[config.mk]
export PLATFORM = sky130hd
export DESIGN_NAME = round_timer_scorer
export DESIGN_NICKNAME = d
export VERILOG_FILES = /design/src/rtl/round_timer_scorer_pkg.sv /design/src/rtl/bcd_sec_down_counter.sv /design/src/rtl/round_timer_scorer.sv
export SDC_FILE = /design/constraint.sdc
export NUM_CORES = 1
export LEC_CHECK = 0
export BUFFER_PORTS_ARGS = -buffer_cell sky130_fd_sc_hd__buf_4
export CAP_MARGIN = 25
export CORE_MARGIN = 2
export CORE_UTILIZATION = 65
export CTS_CLUSTER_DIAMETER = 50
export DETAILED_ROUTE_END_ITERATION = 6
export GPL_TIMING_DRIVEN = 0
export PLACE_DENSITY_LB_ADDON = 0.2
export SLEW_MARGIN = 10
export SYNTH_ARGS = -nofsm -noshare
export SYNTH_HDL_FRONTEND = slang
export SYNTH_HIERARCHICAL = 1
export SYNTH_SLANG_ARGS = --single-unit
[constraint.sdc]
create_clock -name CLOCK_50 -period 5.25 [get_ports CLOCK_50]
set_input_delay 0 -clock CLOCK_50 [delete_from_list [all_inputs] [get_ports CLOCK_50]]
set_output_delay 0 -clock CLOCK_50 [all_outputs]
set_load 0.1 [all_outputs]
[src/rtl/round_timer_scorer_pkg.sv]
// Shared types and defaults for the round timer / pair scorer.
// Holds the FSM state encoding and BCD helper functions.
package round_timer_scorer_pkg;

    typedef enum logic [1:0] {
        S_IDLE    = 2'd0,
        S_RUNNING = 2'd1,
        S_DONE    = 2'd2
    } state_t;

    localparam int CLK_HZ_DEFAULT        = 50_000_000;
    localparam int ROUND_SECONDS_DEFAULT = 60;
    localparam int NUM_PAIRS_DEFAULT     = 8;

    function automatic logic [3:0] tensOf(input int s);
        return 4'(s / 10);
    endfunction

    function automatic logic [3:0] onesOf(input int s);
        return 4'(s % 10);
    endfunction

endpackage

[src/rtl/bcd_sec_down_counter.sv]
// Two-digit BCD seconds down-counter with reload.
// Ports: CLOCK_50, resetn, load, dec -> secTens, secOnes, isOne (value == 01).
module bcd_sec_down_counter
    import round_timer_scorer_pkg::*;
#(
    parameter int ROUND_SECONDS = ROUND_SECONDS_DEFAULT
) (
    input  logic       CLOCK_50,
    input  logic       resetn,
    input  logic       load,
    input  logic       dec,
    output logic [3:0] secTens,
    output logic [3:0] secOnes,
    output logic       isOne
);

    localparam logic [3:0] LOAD_TENS = tensOf(ROUND_SECONDS);
    localparam logic [3:0] LOAD_ONES = onesOf(ROUND_SECONDS);

    always_ff @(posedge CLOCK_50 or negedge resetn) begin
        if (!resetn) begin
            secTens <= LOAD_TENS;
            secOnes <= LOAD_ONES;
        end else if (load) begin
            secTens <= LOAD_TENS;
            secOnes <= LOAD_ONES;
        end else if (dec) begin
            if (secOnes == 4'd0) begin
                // borrow from tens; 00 simply holds
                if (secTens != 4'd0) begin
                    secTens <= secTens - 4'd1;
                    secOnes <= 4'd9;
                end
            end else begin
                secOnes <= secOnes - 4'd1;
            end
        end
    end

    assign isOne = (secTens == 4'd0) && (secOnes == 4'd1);

endmodule

[src/rtl/round_timer_scorer.sv]
// Round timer and matched-pair scorer; ends the round on time-out or win.
// Ports: CLOCK_50, resetn, ingameOn, pairMatched -> gameOver, timeUp, winFlag, secTens, secOnes, pairCount.
module round_timer_scorer
    import round_timer_scorer_pkg::*;
#(
    parameter int CLK_HZ        = CLK_HZ_DEFAULT,
    parameter int ROUND_SECONDS = ROUND_SECONDS_DEFAULT,
    parameter int NUM_PAIRS     = NUM_PAIRS_DEFAULT
) (
    input  logic       CLOCK_50,
    input  logic       resetn,
    input  logic       ingameOn,
    input  logic       pairMatched,
    output logic       gameOver,
    output logic       timeUp,
    output logic       winFlag,
    output logic [3:0] secTens,
    output logic [3:0] secOnes,
    output logic [3:0] pairCount
);

    // guard keeps a 1-bit prescaler legal when CLK_HZ == 1
    localparam int PW = (CLK_HZ > 1) ? $clog2(CLK_HZ) : 1;
    localparam logic [PW-1:0] PMAX = PW'(CLK_HZ - 1);
    localparam logic [3:0]    NP   = 4'(NUM_PAIRS);

    state_t          state, stateNext;
    logic [PW-1:0]   prescaler, presNext;
    logic [3:0]      pairNext;
    logic            goNext, upNext, winNext;
    logic            load, dec, isOne, tick, winHit;

    bcd_sec_down_counter #(
        .ROUND_SECONDS(ROUND_SECONDS)
    ) uSec (
        .CLOCK_50(CLOCK_50),
        .resetn  (resetn),
        .load    (load),
        .dec     (dec),
        .secTens (secTens),
        .secOnes (secOnes),
        .isOne   (isOne)
    );

    assign tick = (state == S_RUNNING) && (prescaler == PMAX);

    always_ff @(posedge CLOCK_50 or negedge resetn) begin
        if (!resetn) begin
            state     <= S_IDLE;
            prescaler <= '0;
            pairCount <= 4'd0;
            gameOver  <= 1'b0;
            timeUp    <= 1'b0;
            winFlag   <= 1'b0;
        end else begin
            state     <= stateNext;
            prescaler <= presNext;
            pairCount <= pairNext;
            gameOver  <= goNext;
            timeUp    <= upNext;
            winFlag   <= winNext;
        end
    end

    always_comb begin
        stateNext = state;
        presNext  = prescaler;
        pairNext  = pairCount;
        goNext    = 1'b0;
        upNext    = timeUp;
        winNext   = winFlag;
        load      = 1'b0;
        dec       = 1'b0;
        winHit    = 1'b0;
        unique case (state)
            S_IDLE: begin
                load     = 1'b1;
                presNext = '0;
                pairNext = 4'd0;
                upNext   = 1'b0;
                winNext  = 1'b0;
                if (ingameOn) stateNext = S_RUNNING;
            end
            S_RUNNING: begin
                if (!ingameOn) begin
                    stateNext = S_IDLE;
                    load      = 1'b1;
                    presNext  = '0;
                    pairNext  = 4'd0;
                    upNext    = 1'b0;
                    winNext   = 1'b0;
                end else begin
                    presNext = tick ? '0 : prescaler + 1'b1;
                    winHit   = pairMatched &&
                               (5'(pairCount) + 5'd1 == 5'(NP));
                    if (pairMatched && pairCount != NP)
                        pairNext = pairCount + 4'd1;
                    // a win on the final tick pre-empts the decrement
                    if (winHit) begin
                        stateNext = S_DONE;
                        winNext   = 1'b1;
                        goNext    = 1'b1;
                    end else if (tick) begin
                        dec = 1'b1;
                        if (isOne) begin
                            stateNext = S_DONE;
                            upNext    = 1'b1;
                            goNext    = 1'b1;
                        end
                    end
                end
            end
            S_DONE: begin
                if (!ingameOn) begin
                    stateNext = S_IDLE;
                    load      = 1'b1;
                    presNext  = '0;
                    pairNext  = 4'd0;
                    upNext    = 1'b0;
                    winNext   = 1'b0;
                end
            end
            default: begin
                stateNext = S_IDLE;
            end
        endcase
    end

endmodule

* Yosys cells after proc, flatten, opt, wreduce, memory -nomap -nowiden
Cells that the tools add are included.
Word-level totals: memory bits (read-only) 0, memories 0, register bits after elaboration 43, latch bits 0, bits of input ports 4, RAM bits 0
Operators by class: reductions and logical operators 20, mux-type cells 43, bitwise operators 0, shift operators 0, magnitude comparators 0, equal/unequal tests 16, divide/modulo/power cells 0, $add $sub $neg 5, multiply operators 0
Operators with widths (number):
- $mux 26 | 3
- $pmux 26 s3 | 1
- $mux 4 | 11
- $add 26x1->26 const B | 1
- $eq 26x26->1 const B | 1
- $mux 1 | 17
- $mux 2 | 6
- $ne 3x3->1 const B | 4
- $pmux 4 s3 | 1
- $reduce_and 3->1 | 3
- $logic_not 4->1 | 2
- $ne 4x3->1 const B | 2
- $sub 4x1->4 const B | 2
- $ne 3x2->1 const B | 2
- $pmux 1 s3 | 2
- $pmux 2 s3 | 1
- $reduce_bool 2->1 | 3
- $add 4x1->5 const B | 1
- $eq 5x4->1 const B | 1
- $reduce_and 5->1 | 1
- $add 4x1->4 const B | 1
- $eq 4x1->1 const B | 1
- $logic_and 1x1->1 | 4
- $ne 2x2->1 const B | 2
- 10 further kinds | 11

* Longest topological paths before layout
Gate-level depths: netlist of the first run.
depth after elaboration 8, depth in mapped cells 9

* Hierarchy
The synthesis of the first run kept the hierarchy.
Modules (own cells, without submodules):
- round_timer_scorer | instances 1, cells each 227, area an instance 2074.5 sq um, seq. area each 875.8 sq um
- bcd_sec_down_counter | instances 1, cells each 53, area an instance 516.7 sq um, seq. area each 202.7 sq um

* Worst setup path before layout of the first run
Ideal clock, no wire load.
kind register to register, start point register state[1], end point register uSec.secTens[3], library setup time 0.077 ns, clock period less this slack 2.993 ns, stages on the path, launching flop included 10, setup slack 2.257 ns, buffers on the path 0, arrival time 2.916 ns, data required time 5.173 ns, cells stage by stage dfrtp_1 > inv_1 > ha_1 > nor4b_1 > nand2_1 > or4_1 > nor3_1 > nand4bb_4 > or4_1 > a21oi_1
Between the ends: longest elaborated chain between the ends 8, elaborated cells between the ends (all ways) 15
Ends and longest elaborated chain:
- start, declared | RTL line round_timer_scorer.sv:27 | state_t state, stateNext;
- start signal, assigned | RTL line round_timer_scorer.sv:56 | state <= stateNext;
- $eq 2x1->1 (*) | RTL line round_timer_scorer.sv:45, round_timer_scorer.sv:75
- $logic_and 1x1->1 | RTL line round_timer_scorer.sv:45 | assign tick = (state == S_RUNNING) && (prescaler == PMAX);
- $mux 1 | RTL line round_timer_scorer.sv:103 | end else if (tick) begin
- $mux 1 | RTL line round_timer_scorer.sv:99 | if (winHit) begin
- $mux 1 | RTL line round_timer_scorer.sv:85 | if (!ingameOn) begin
- $mux 1 (*) | RTL line round_timer_scorer.sv:75 | unique case (state)
- named net dec | RTL line round_timer_scorer.sv:31 | logic load, dec, isOne, tick, winHit;
- $reduce_bool 2->1 (no line) (*)
- $reduce_and 3->1 (no line) (*)
- end signal, assigned | RTL line bcd_sec_down_counter.sv:31 | secTens <= secTens - 4'd1;
- end, declared | RTL line bcd_sec_down_counter.sv:12 | output logic [3:0] secTens,
The timed path passes the listed nets; every way through them passes the cells marked *. A chain may end at the register's enable or synchronous reset.

* Worst setup path in the final report of the first run
Ends and elaborated chain as after synthesis.

==> results.cfg, run 1 <==
[yosys]
yosys.area_share.adder_pct = 5.79
synth_compound_area_share_pct = 14.3
synth.distinct_cells = 53
yosysWarnings = 6
synth_nets = 296
avgSynthCellArea_sq_um = 9.25
ys.flop_type = dfrtp_1
synthMuxAreaShare_pct = 1.16
synthSimpleGateAreaFrac_pct = 27.3
synth_top_family_by_area = simple AND/OR/NAND/NOR gates
async_reset_ff_share_pct = 100
synthXorXnorAreaFrac_pct = 5.75
synth_edf_count = 0
yosysSeqAreaShare_pct = 41.6
ys_ff_latch = 43
synth_area_sq_um = 2590
synthCells = 280

[detailed_routing]
route.vias.total = 2269
drtAntennaViolNets = 0
dr.pass1.iters = 5
drtIter0Drc = 176
routed.top_layer = met4
wl_met1_microns = 2650
wl_met2_microns = 3030
detail_route.wl_per_cell_microns = 17.0
dr_wl_met3_microns = 270
avgViaCountPerCell = 6.39
drc = 0
routed_wl_microns = 6050

[pwr]
vdd_drop_max_uv = 165
p_leak_nw = 1.16
power_density_nw_per_um2 = 253

[clock_tree]
cts_sinks = 43
cts.htree.levels = 2
path_clk_slew_ns = 0.08
root_buffer = clkbuf_8
worstSkewPairLatency_ns = 0.31
cts_setup_buffers = 0
cts_resized = 0
hold_buffers = 1
cts_buffers = 5
cts_tree = done
cts_buffer_depth = 2

[final_layout]
area_growth_pct = 11.2
nets = 322
antenna_cells = 0
drive_gt1_share_pct = 13.0
mostFrequentLayoutCell = dfrtp_1
final_cell_mix = dfrtp_1 (41), nand2_1 (28), nor2_1 (27), buf_4 (18)

[status]
status = finished, final reports clean

[sta]
timing.final.ws_setup_ns = 1.73
slew_viol_final = 0
fin_tns_setup_ns = 0
slew_headroom_pct = 35.8
setup_violations = 0
hold_viol_final = 0
final.min_clock_period_ns = 3.52
rsz0062_at_grt = false
max_freq_ghz = 0.284
fin_worst_skew_ns = 0.00980
period_share_pct = 67.1
worst_slew_pin_slew_ns = 0.955

[grt]
grt_overflow = 0
antenna_found_initial = 0
grtUsageTotal_pct = 29.8
grt_max_degree = 44
grt_pass1_vias = 2095
grt_pass1_wl_microns = 10000

[setup_path]
crit_fanout = 8
required_ns = 5.49
path_class = reg -> reg
startpoint_type = flip-flop
endpoint_kind = flip-flop
arrival_ns = 3.76

[worst_hold_path]
hp-class = in -> reg

[job]
maxCapViolations = 0

[die]
io_pins = 19
die_x_microns = 67.1
initial_utilization_pct = 69.2
core_area_sq_um = 3740
rows = 22
die_h_microns = 67.1
design.die.area_sq_um = 4510

[placement]
place_ws_ns = 1.77
dpl.hpwl_microns = 4190
gp_congestion = 0.863
numPortBuffers = 18
==> final cells by class <==
cell class / instances / area [sq um]
Tap cell: 48 / 60.1
Multi-Input combinational cell: 213 / 1410
Buffer: 7 / 41.3
Sequential cell: 43 / 1080
Inverter: 17 / 63.8
Timing Repair Buffer: 19 / 145
Clock buffer: 6 / 72.6
Fill cell: 281 / 862
Clock inverter: 2 / 12.5
==> metrics by stage <==
stage,area (sq um),util (%),power (mW),std cells,hold slack [ns]
finish,2880,77.0,0.729,355,0.0107
global route,2880,77.0,0.761,355,0.0401
CTS,2880,77.0,0.727,355,0.0104
detailed placement,2790,74.4,0.520,346,0.0228
global placement,2790,74.4,0.513,346,0.0164
floorplan,2590,-,0.475,280,-0.296
==> kinds of logic (layout without fill, tap and decap cells) <==
family	Yosys count	after routing
flops	43	43
fa+ha+maj	12	12
buf+inv	24	51
xor+xnor	17	17
mux	3	3
simple gates	127	127
compound gates	54	54
==> Yosys cell counts, types with 2 or more instances <==
| cell type | instances | area [sq um] |
|---|---|---|
| a21oi_2 | 2 | 17.5 |
| dfrtp_1 | 41 | 1030 |
| ha_1 | 12 | 150 |
| nand4_1 | 6 | 37.5 |
| o311ai_0 | 3 | 26.3 |
| mux2i_1 | 3 | 30.0 |
| nand3_1 | 17 | 85.1 |
| clkbuf_1 | 5 | 18.8 |
| nor3_1 | 8 | 40.0 |
| nor2_1 | 27 | 101 |
| o21bai_1 | 2 | 15.0 |
| nand4b_1 | 4 | 35.0 |
| inv_1 | 17 | 63.8 |
| buf_6 | 2 | 22.5 |
| o21ai_0 | 15 | 75.1 |
| nor3b_1 | 2 | 15.0 |
| dfstp_2 | 2 | 52.6 |
| nor4b_1 | 2 | 17.5 |
| or4_1 | 2 | 15.0 |
| xor2_1 | 3 | 26.3 |
| a21oi_1 | 15 | 75.1 |
| nand2_1 | 28 | 105 |
| and3_1 | 6 | 37.5 |
| or3_1 | 3 | 18.8 |
| a21o_1 | 2 | 15.0 |
| xnor2_1 | 14 | 123 |
| nor4_1 | 11 | 68.8 |
==> state kept, by name (all words and copies together), names as in the netlist <==
signal        flops
uSec/secOnes      4
state             2
prescaler        26
pairCount         4
winFlag           1
gameOver          1
uSec/secTens      4
timeUp            1
==> where the power goes <==
| group | leakage [nW] | internal [mW] | switching, mW |
|---|---|---|---|
| Sequential | 0.591 | 0.340 | 0.0109 |
| Combinational | 0.532 | 0.0543 | 0.110 |
| Clock | 0.0412 | 0.0931 | 0.120 |
| Total | 1.16 | 0.488 | 0.241 |
==> final timing paths <==
check | startpoint | endpoint | slack, ns | cells past startpoint
min in group asynchronous | resetn | pairCount[2] | 0.22 | 2
max in group asynchronous | resetn | uSec/secTens[1] | 4.65 | 2
worst min-delay path | ingameOn | prescaler[2] | 0.01 | 3
worst min register to register | prescaler[1] | prescaler[1] | 0.53 | 2
worst max register to register | state[1] | uSec/secTens[3] | 1.73 | 9
worst max-delay path | state[1] | uSec/secTens[3] | 1.73 | 9
==> worst max-delay path, stage by stage (launching register included) <==
cell and delay [ns]:
dfrtp_1 0.43, inv_1 0.12, ha_1 0.31, nor4b_1 0.26, nand2_1 0.08, or4_1 0.55, nor3_1 0.79, nand4bb_4 0.23
or4_1 0.51, a21oi_1 0.16
==> metal layers <==
layer | global-route usage, % | up-vias
met3 | 4.00 | 10
met2 | 48.5 | 72
met1 | 40.4 | 1112
li1 | - | 1075
met4 | 12.2 | 0
met5 | 0 | -
Note: power is estimated with default switching activity, not from simulation.
==> run 2: changes to the inputs <==
- CORE_UTILIZATION: 65 -> 54
- clock period: 5.25 -> 2.9 ns (I/O delays scaled with it)
==> run 2 against run 1 <==
- worst hold slack better by 0.025 ns
- clock power grew 94%
- register-to-register slack got worse by 1.6 ns
- setup slack got worse by 1.6 ns
- sequential cell count is the same
- die area up 19%
- final cell count grew 2.0%
- count of clock-buffer cells in the layout rose by 2
- global-route usage shrank 7.1 points
- combinational power grew 86%
- clock skew shrank 0.0044 ns
- final area grew 2.2%
- critical endpoint unchanged
==> results.cfg, run 2 (same netlist as run 1, synthesis figures left out) <==
[clock_tree]
cts_buffers = 5
root_buffer = clkbuf_8
cts_sinks = 43
cts_buffer_depth = 2
cts.htree.levels = 2
cts_tree = done
worstSkewPairLatency_ns = 0.29
path_clk_slew_ns = 0.08

[status]
status = finished, final reports clean

[setup_path]
required_ns = 3.12
worstRegToRegCells = 9
startpoint_type = flip-flop
path_class = reg -> reg
crit_fanout = 8
endpoint_kind = flip-flop
arrival_ns = 2.99

[final_layout]
area_growth_pct = 13.7
final_cell_mix = dfrtp_1 (41), nand2_1 (28), nor2_1 (27), buf_4 (19)
drive_gt1_share_pct = 14.6
antenna_cells = 0
final_util_pct = 63.2
largest_register = prescaler
nets = 323
largest_reg_flops = 26
mostFrequentLayoutCell = dfrtp_1

[detailed_routing]
routed_wl_microns = 5550
avgViaCountPerCell = 6.00
detail_route.wl_per_cell_microns = 15.3
route.vias.total = 2171
dr.pass1.iters = 4
drtAntennaViolNets = 0
drc = 0
drtIter0Drc = 187

[sta]
max_freq_ghz = 0.362
final.min_clock_period_ns = 2.76
worst_slew_pin_slew_ns = 0.576
setup_violations = 0
holdWs_ns = 0.0359
slew_viol_final = 0
period_share_pct = 95.3
hold_viol_final = 0
timing.final.ws_setup_ns = 0.136
fin_worst_skew_ns = 0.00543
slew_headroom_pct = 61.6

[die]
core_area_sq_um = 4660
io_pins = 19
initial_utilization_pct = 55.6
die_h_microns = 73.3
design.die.area_sq_um = 5370
rows = 25
die_x_microns = 73.3

[grt]
antenna_found_initial = 0
grt_overflow = 0
grtUsageTotal_pct = 22.8
grt_pass1_vias = 2055
grt_max_degree = 44
grt_pass1_wl_microns = 9490

[placement]
numPortBuffers = 18
dpl.hpwl_microns = 3880
gp_congestion = 0.853
place_ws_ns = -0.285

[pwr]
finalPower_mw = 1.36
p_leak_nw = 1.19
vdd_drop_max_uv = 240
power_density_nw_per_um2 = 462

[worst_hold_path]
hp-class = in -> reg
hold_depth = 3

[job]
maxCapViolations = 0
-- run 2: changes by cell type in the layout (fill, tap and decap cells not counted) --
cell        change
nor4b_2         +1
ha_1            -1
or4_1           -1
nor3_1          -1
nor4b_1         -1
nor3_4          +1
clkinvlp_4      -1
or4_4           +1
clkbuf_8        +2
clkinv_2        -1
buf_4           +1
ha_4            +1
-- run 2: final cells by class --
| type | instances | area (sq um) |
|---|---|---|
| flip-flops and latches | 43 | 1080 |
| multi-input cells | 213 | 1440 |
| clock buffers | 8 | 100 |
| repair buffers | 20 | 153 |
| fillers | 390 | 1720 |
| well taps | 54 | 67.6 |
| inverters | 17 | 63.8 |
| plain buffers | 7 | 41.3 |
-- run 2: path summary, 6_finish.rpt --
path,startpoint,end,slack (ns)
max in group asynchronous,resetn,prescaler[6],2.29
hold / removal,ingameOn,prescaler[2],0.04
min in group asynchronous,resetn,uSec/secTens[3],0.24
setup / recovery,state[1],uSec/secTens[3],0.14
hold reg to reg,prescaler[1],prescaler[1],0.50
setup reg to reg,state[1],uSec/secTens[3],0.14
-- run 2: power by group --
| part | internal (mW) | switching (mW) |
|---|---|---|
| logic | 0.108 | 0.199 |
| registers | 0.616 | 0.0228 |
| clock network | 0.217 | 0.196 |
-- run 2: repair_timing --
item,CTS,global route
pin swaps,1,1
buffers inserted,1,0
hold endpoints to repair,41,0
hold buffers,1,0
gates resized for setup,2,3
endpoints found under the setup margin,5,3
-- run 2: worst max-delay path, stage by stage, from the launching register on --
cell	delay, ns
dfrtp_1	0.43
inv_1	0.16
ha_4	0.20
nor4b_2	0.19
nand2_1	0.09
or4_4	0.55
nor3_4	0.25
nand4bb_4	0.18
or4_1	0.48
a21oi_1	0.15
-- run 2: per-stage QoR --
step                      cells  setup TNS (ns)  instance area, sq um
after floorplan             280               0                  2600
after global placement      352          -0.459                  2800
after detailed placement    352          -0.564                  2800
after CTS                   362               0                  2930
after global routing        362         -0.0132                  2950
final                       362               0                  2950
-- run 2: routing by layer --
metal,vias up,GRT usage (%),routed length (microns)
li1,1067,-,-
met3,5,4.25,152
met1,1065,30.1,2580
met2,34,37.5,2760
met5,-,0,0
met4,0,7.61,61
